`config.mk`:
```
export PLATFORM = sky130hd
export DESIGN_NAME = reg_file_flat
export DESIGN_NICKNAME = d
export VERILOG_FILES = /design/src/rtl/reg_file_pkg.sv /design/src/rtl/reg_file_if.sv /design/src/rtl/reg_file_rdport.sv /design/src/rtl/reg_file.sv /design/src/flat_wrapper.sv
export SDC_FILE = /design/constraint.sdc
export NUM_CORES = 2
export LEC_CHECK = 0
export BUFFER_PORTS_ARGS = -buffer_cell sky130_fd_sc_hd__buf_2
export CORE_MARGIN = 2
export CORE_UTILIZATION = 57
export DETAILED_ROUTE_END_ITERATION = 6
export MAX_ROUTING_LAYER = met4
export PLACE_DENSITY = 0.76
export SKIP_CTS_REPAIR_TIMING = 1
export SYNTH_ARGS = -nofsm -noshare
export SYNTH_HDL_FRONTEND = slang
export SYNTH_SLANG_ARGS = --single-unit
```
`constraint.sdc`:
```
create_clock -name clk -period 33.2 [get_ports clk]
set_input_delay 3.32 -clock clk [delete_from_list [all_inputs] [get_ports clk]]
set_output_delay 3.32 -clock clk [all_outputs]
set_load 0.01 [all_outputs]
```
`src/rtl/reg_file_pkg.sv`:
```
// Shared types and constants for the integer register file.
// Latency: n/a (declarations only).
// Backpressure: n/a.
package reg_file_pkg;

    localparam int WIDTH  = 32;
    localparam int ADDR_W = 5;
    localparam int NREGS  = 2 ** ADDR_W;

    typedef logic [WIDTH-1:0]  word_t;
    typedef logic [ADDR_W-1:0] addr_t;

    // x0 is hardwired to zero: never written, always reads 0
    localparam addr_t ZERO_REG = '0;

endpackage

```
`src/rtl/reg_file_if.sv`:
```
// Register file access bundle: one writeback port and two operand read ports.
// Latency: reads combinational, writes land on the next rising clock edge.
// Backpressure: none, every write is accepted the cycle it is presented.
interface reg_file_if;
    import reg_file_pkg::*;

    logic  w_en;
    addr_t rd_addr;
    word_t w_data;
    addr_t ra_addr;
    addr_t rb_addr;
    word_t ra_value;
    word_t rb_value;

    // core side: drives writeback and read addresses, consumes operands
    modport master (
        output w_en, rd_addr, w_data, ra_addr, rb_addr,
        input  ra_value, rb_value
    );

    // register file side
    modport slave (
        input  w_en, rd_addr, w_data, ra_addr, rb_addr,
        output ra_value, rb_value
    );

endinterface

```
`src/rtl/reg_file_rdport.sv`:
```
// Single combinational read port: selects one entry, x0 forced to zero.
// Latency: zero, purely combinational.
// Backpressure: none.
module reg_file_rdport
    import reg_file_pkg::*;
(
    input  word_t regs [NREGS],
    input  addr_t addr,
    output word_t value
);

    // read mux; address 0 returns zero regardless of array contents
    always_comb begin
        value = '0;
        if (addr != ZERO_REG) begin
            value = regs[addr];
        end
    end

endmodule

```
`src/rtl/reg_file.sv`:
```
// 32-entry integer register file, 2 read ports, 1 write port, x0 hardwired to zero.
// Latency: reads combinational (old value during the writing cycle), writes visible after the edge.
// Backpressure: none; async active-high reset clears every entry and drops the pending write.
module reg_file
    import reg_file_pkg::*;
(
    input  logic       clk,
    input  logic       rst,
    reg_file_if.slave  rf
);

    word_t regs_q [NREGS];
    word_t regs_d [NREGS];

    // write decoder: only the addressed entry changes; x0 is kept at zero
    always_comb begin
        regs_d = regs_q;
        if (rf.w_en && (rf.rd_addr != ZERO_REG)) begin
            regs_d[rf.rd_addr] = rf.w_data;
        end
        regs_d[ZERO_REG] = '0;
    end

    // register array with asynchronous clear; a write on a reset edge is lost
    always_ff @(posedge clk or posedge rst) begin
        if (rst) begin
            for (int i = 0; i < NREGS; i++) begin
                regs_q[i] <= '0;
            end
        end else begin
            regs_q <= regs_d;
        end
    end

    // no write-to-read bypass: both ports look only at the stored array
    reg_file_rdport u_rdport_a (
        .regs  (regs_q),
        .addr  (rf.ra_addr),
        .value (rf.ra_value)
    );

    reg_file_rdport u_rdport_b (
        .regs  (regs_q),
        .addr  (rf.rb_addr),
        .value (rf.rb_value)
    );

endmodule

```
`src/flat_wrapper.sv`:
```
// flat-port wrapper written by rule: the top's interface ports become plain ports
module reg_file_flat import reg_file_pkg::*;
  (clk, rst, rf_w_en, rf_rd_addr, rf_w_data, rf_ra_addr, rf_rb_addr, rf_ra_value, rf_rb_value);
  reg_file_if rf_i ();
  input  logic clk;
  input  logic rst;
  input wire logic [$bits(rf_i.w_en)-1:0] rf_w_en;
  input wire logic [$bits(rf_i.rd_addr)-1:0] rf_rd_addr;
  input wire logic [$bits(rf_i.w_data)-1:0] rf_w_data;
  input wire logic [$bits(rf_i.ra_addr)-1:0] rf_ra_addr;
  input wire logic [$bits(rf_i.rb_addr)-1:0] rf_rb_addr;
  output wire logic [$bits(rf_i.ra_value)-1:0] rf_ra_value;
  output wire logic [$bits(rf_i.rb_value)-1:0] rf_rb_value;
  assign rf_i.w_en = rf_w_en;
  assign rf_i.rd_addr = rf_rd_addr;
  assign rf_i.w_data = rf_w_data;
  assign rf_i.ra_addr = rf_ra_addr;
  assign rf_i.rb_addr = rf_rb_addr;
  assign rf_ra_value = rf_i.ra_value;
  assign rf_rb_value = rf_i.rb_value;
  reg_file u_core (.clk(clk), .rst(rst), .rf(rf_i));
endmodule
```
==> results.py <==
metrics = {
    "floorplan": {
        "core_area_um2": 93300,
        "die_x_um": 311,
        "die_h_um": 311,
        "ioPinCount": 114,
        "start_util_pct": 57.5,
        "fp-row-count": 112,
        "die_area_um2": 96600,
    },
    "clock_tree": {
        "clk_path_buf_depth": 3,
        "cts_tree": "yes",
        "cts_root_buffer": "clkbuf_16",
        "cts_max_level": 3,
        "clock_latency_ns": 0.68,
        "clock-sinks": 992,
        "clkTransAtPathRegs_ns": 0.06,
        "cts_buffers": 105,
    },
    "job": {
        "cap_violations": 0,
    },
    "sta": {
        "final-setup-viol-count": 0,
        "timing.fmax_mhz": 94.1,
        "period_share_pct": 32.0,
        "rsz0062_at_grt": "no",
        "hold_viol": 0,
        "fin_skew_ns": 0,
        "setup_ws_ns": 22.58,
        "worst-slew-pin-transition_ns": 1.32,
        "min_period_ns": 10.62,
        "final-max-slew-violation-count": 0,
        "maxSlewHeadroom_pct": 11.5,
        "fin_setup_tns_ns": 0,
    },
    "setup_path": {
        "cp-startpoint": "rf_rb_addr[1]",
        "crit_type": "input pin to output pin",
        "reg2reg_depth": 1,
        "arrival_ns": 7.30,
        "end_kind": "output pin",
        "r2r_slack_ns": 32.38,
        "crit_required_ns": 29.88,
        "critPathMaxFanout": 60,
        "r2r-start": "u_core.regs_q[363]$_DFFE_PP0P_",
        "setup.worst_path.start_class": "input pin",
        "cp-endpoint": "rf_rb_value[19]",
        "r2r_end": "u_core.regs_q[363]$_DFFE_PP0P_",
    },
    "logic_synthesis": {
        "synth_cell_types": 45,
        "synth-seq-cells": 992,
        "synth_edf_count": 0,
        "synth_cells": 4056,
        "synthFlopType": "dfrtp_1",
        "synthesis.area_um2": 53600,
        "yosysWarnings": 0,
        "async_reset_ff_share_pct": 100,
        "synth-seq-area-share_pct": 46.3,
        "synth.avg_cell_area_um2": 13.2,
        "syn_nets": 4106,
    },
    "place": {
        "dp_cells": 5071,
        "gp_congestion": 0.842,
        "io_buffers": 113,
        "hpwl_um": 89800,
        "dp_slack_ns": 22.71,
    },
    "cells_and_area": {
        "top_regs": "u_core.regs_q: 992 flops",
        "final_nets": 3974,
        "instances_no_fill": 5272,
        "drive_gt1_share_pct": 42.0,
        "largest_reg_flops": 992,
        "area_delta_synth_final_pct": 8.17,
        "largest_register": "u_core.regs_q",
    },
    "detailed_routing": {
        "wl_um": 160000,
        "postRouteAntennaNets": 0,
        "via_count": 37000,
        "routedWlPerCell_um": 30.3,
        "viasPerCell": 7.02,
        "drt-pass1-iter-count": 5,
        "drc_errors": 0,
        "drt_iter0_markers": 3800,
    },
    "global_route": {
        "grt_pass1_vias": 37000,
        "antenna_found_initial": 7,
        "grt_first_pass_wirelength_um": 239000,
        "grt_max_degree": 179,
        "grt_usage_pct": 33.4,
        "overflow": 0,
    },
    "power_and_ir_drop": {
        "leakagePower_nw": 26.1,
        "power_mw": 3.53,
        "power_density_nw_per_um2": 60.8,
        "ir_worst_vdd_mv": 0.0535,
    },
    "min_path": {
        "min_path_type": "flop to flop",
    },
    "outcome": {
        "outcome": "finished, final reports clean",
    },
}
-- layer usage --
layer	vias up	part of all wire [%]	track usage [%]
li1	15200	-	-
met1	19500	41	45.3
met2	1894	46	49.6
met3	434	9.2	6.34
met4	0	4.3	13.9
met5	-	0	-
-- kinds of logic after synthesis --
| logic type | Yosys count | synth area share, % |
|---|---|---|
| buffers and inverters | 428 | 4.13 |
| multiplexers | 1825 | 39.6 |
| AND/OR/NAND/NOR | 301 | 3.33 |
| flip-flops | 992 | 46.3 |
| AO/OA/AOI/OAI | 510 | 6.61 |
-- worst max-delay path: stages --
cell      delay (ns)
buf_4           0.60
buf_4           0.89
nand2_4         0.60
buf_4           0.51
o22ai_1         0.22
nor3_1          0.08
a211oi_1        0.73
buf_2           0.26
-- report_power, final --
| group | switching (mW) | total, mW | leakage (nW) | internal [mW] |
|---|---|---|---|---|
| sequential | 0.180 | 1.63 | 12.7 | 1.45 |
| clock | 0.500 | 1.20 | 1.76 | 0.696 |
| combinational | 0.314 | 0.703 | 11.6 | 0.389 |
-- Yosys cell counts (all sizes together), types with 2 or more instances --
cell type  number  area (um^2)
nor3          129          646
nor2b          37          231
and2            2         12.5
buf           245         1520
nor3b           4         30.0
a21oi          32          160
or3b            2         17.5
nand3b          6         45.0
clkbuf        182          691
nand2b          7         43.8
a221oi         31          272
mux2         1120        12600
mux2i         577         5780
a22oi          64          480
nand2          21         81.3
dfrtp         992        24800
a221o          32          320
mux4          128         2880
nor2           18         77.6
a211oi         63          508
or3            31          194
o22ai         287         1800
or2             5         31.3
nand3           3         15.0
nor4           32          332
-- per-stage QoR --
stage | utilization (%) | instance area [um^2] | hold slack [ns]
floorplan | - | 53600 | 0.479
global placement | 58.4 | 54500 | 0.488
detailed placement | 58.4 | 54500 | 0.507
CTS | 62.2 | 58000 | 0.519
global route | 62.2 | 58000 | 0.535
finish | 62.2 | 58000 | 0.524
-- cell usage in the layout, fill, tap and decap left out, types with 32 or more instances in the layout --
cell,instances
nor3_1,129
a211oi_1,56
dfrtp_1,992
buf_4,72
mux4_2,128
o22ai_1,287
buf_2,107
clkbuf_16,107
mux2i_1,577
a221o_1,32
a21oi_1,32
mux2_2,1110
nor2b_1,33
a22oi_1,64
-- how the worst min path moves through the flow --
stage | endpoint | depth (start not counted) | slack, ns | from
after detailed placement | u_core.regs_q[366]$_DFFE_PP0P_ | 1 | 0.51 | u_core.regs_q[366]$_DFFE_PP0P_
final | u_core.regs_q[381]$_DFFE_PP0P_ | 1 | 0.52 | u_core.regs_q[381]$_DFFE_PP0P_
after floorplan | u_core.regs_q[357]$_DFFE_PP0P_ | 1 | 0.48 | u_core.regs_q[357]$_DFFE_PP0P_
after global routing | u_core.regs_q[833]$_DFFE_PP0P_ | 1 | 0.53 | u_core.regs_q[833]$_DFFE_PP0P_
after global placement | u_core.regs_q[366]$_DFFE_PP0P_ | 1 | 0.49 | u_core.regs_q[366]$_DFFE_PP0P_
after CTS | u_core.regs_q[366]$_DFFE_PP0P_ | 1 | 0.52 | u_core.regs_q[366]$_DFFE_PP0P_
-- cell type report --
class / instances / area [um^2]
Antenna cell: 8 / 20.0
Clock buffer: 157 / 3170
Clock inverter: 36 / 359
Fill cell: 7199 / 35300
Inverter: 1 / 11.3
Multi-Input combinational cell: 2636 / 26800
Sequential cell: 992 / 24800
Tap cell: 1254 / 1570
Timing Repair Buffer: 188 / 1230
Note: power is estimated with default switching activity, not from simulation.
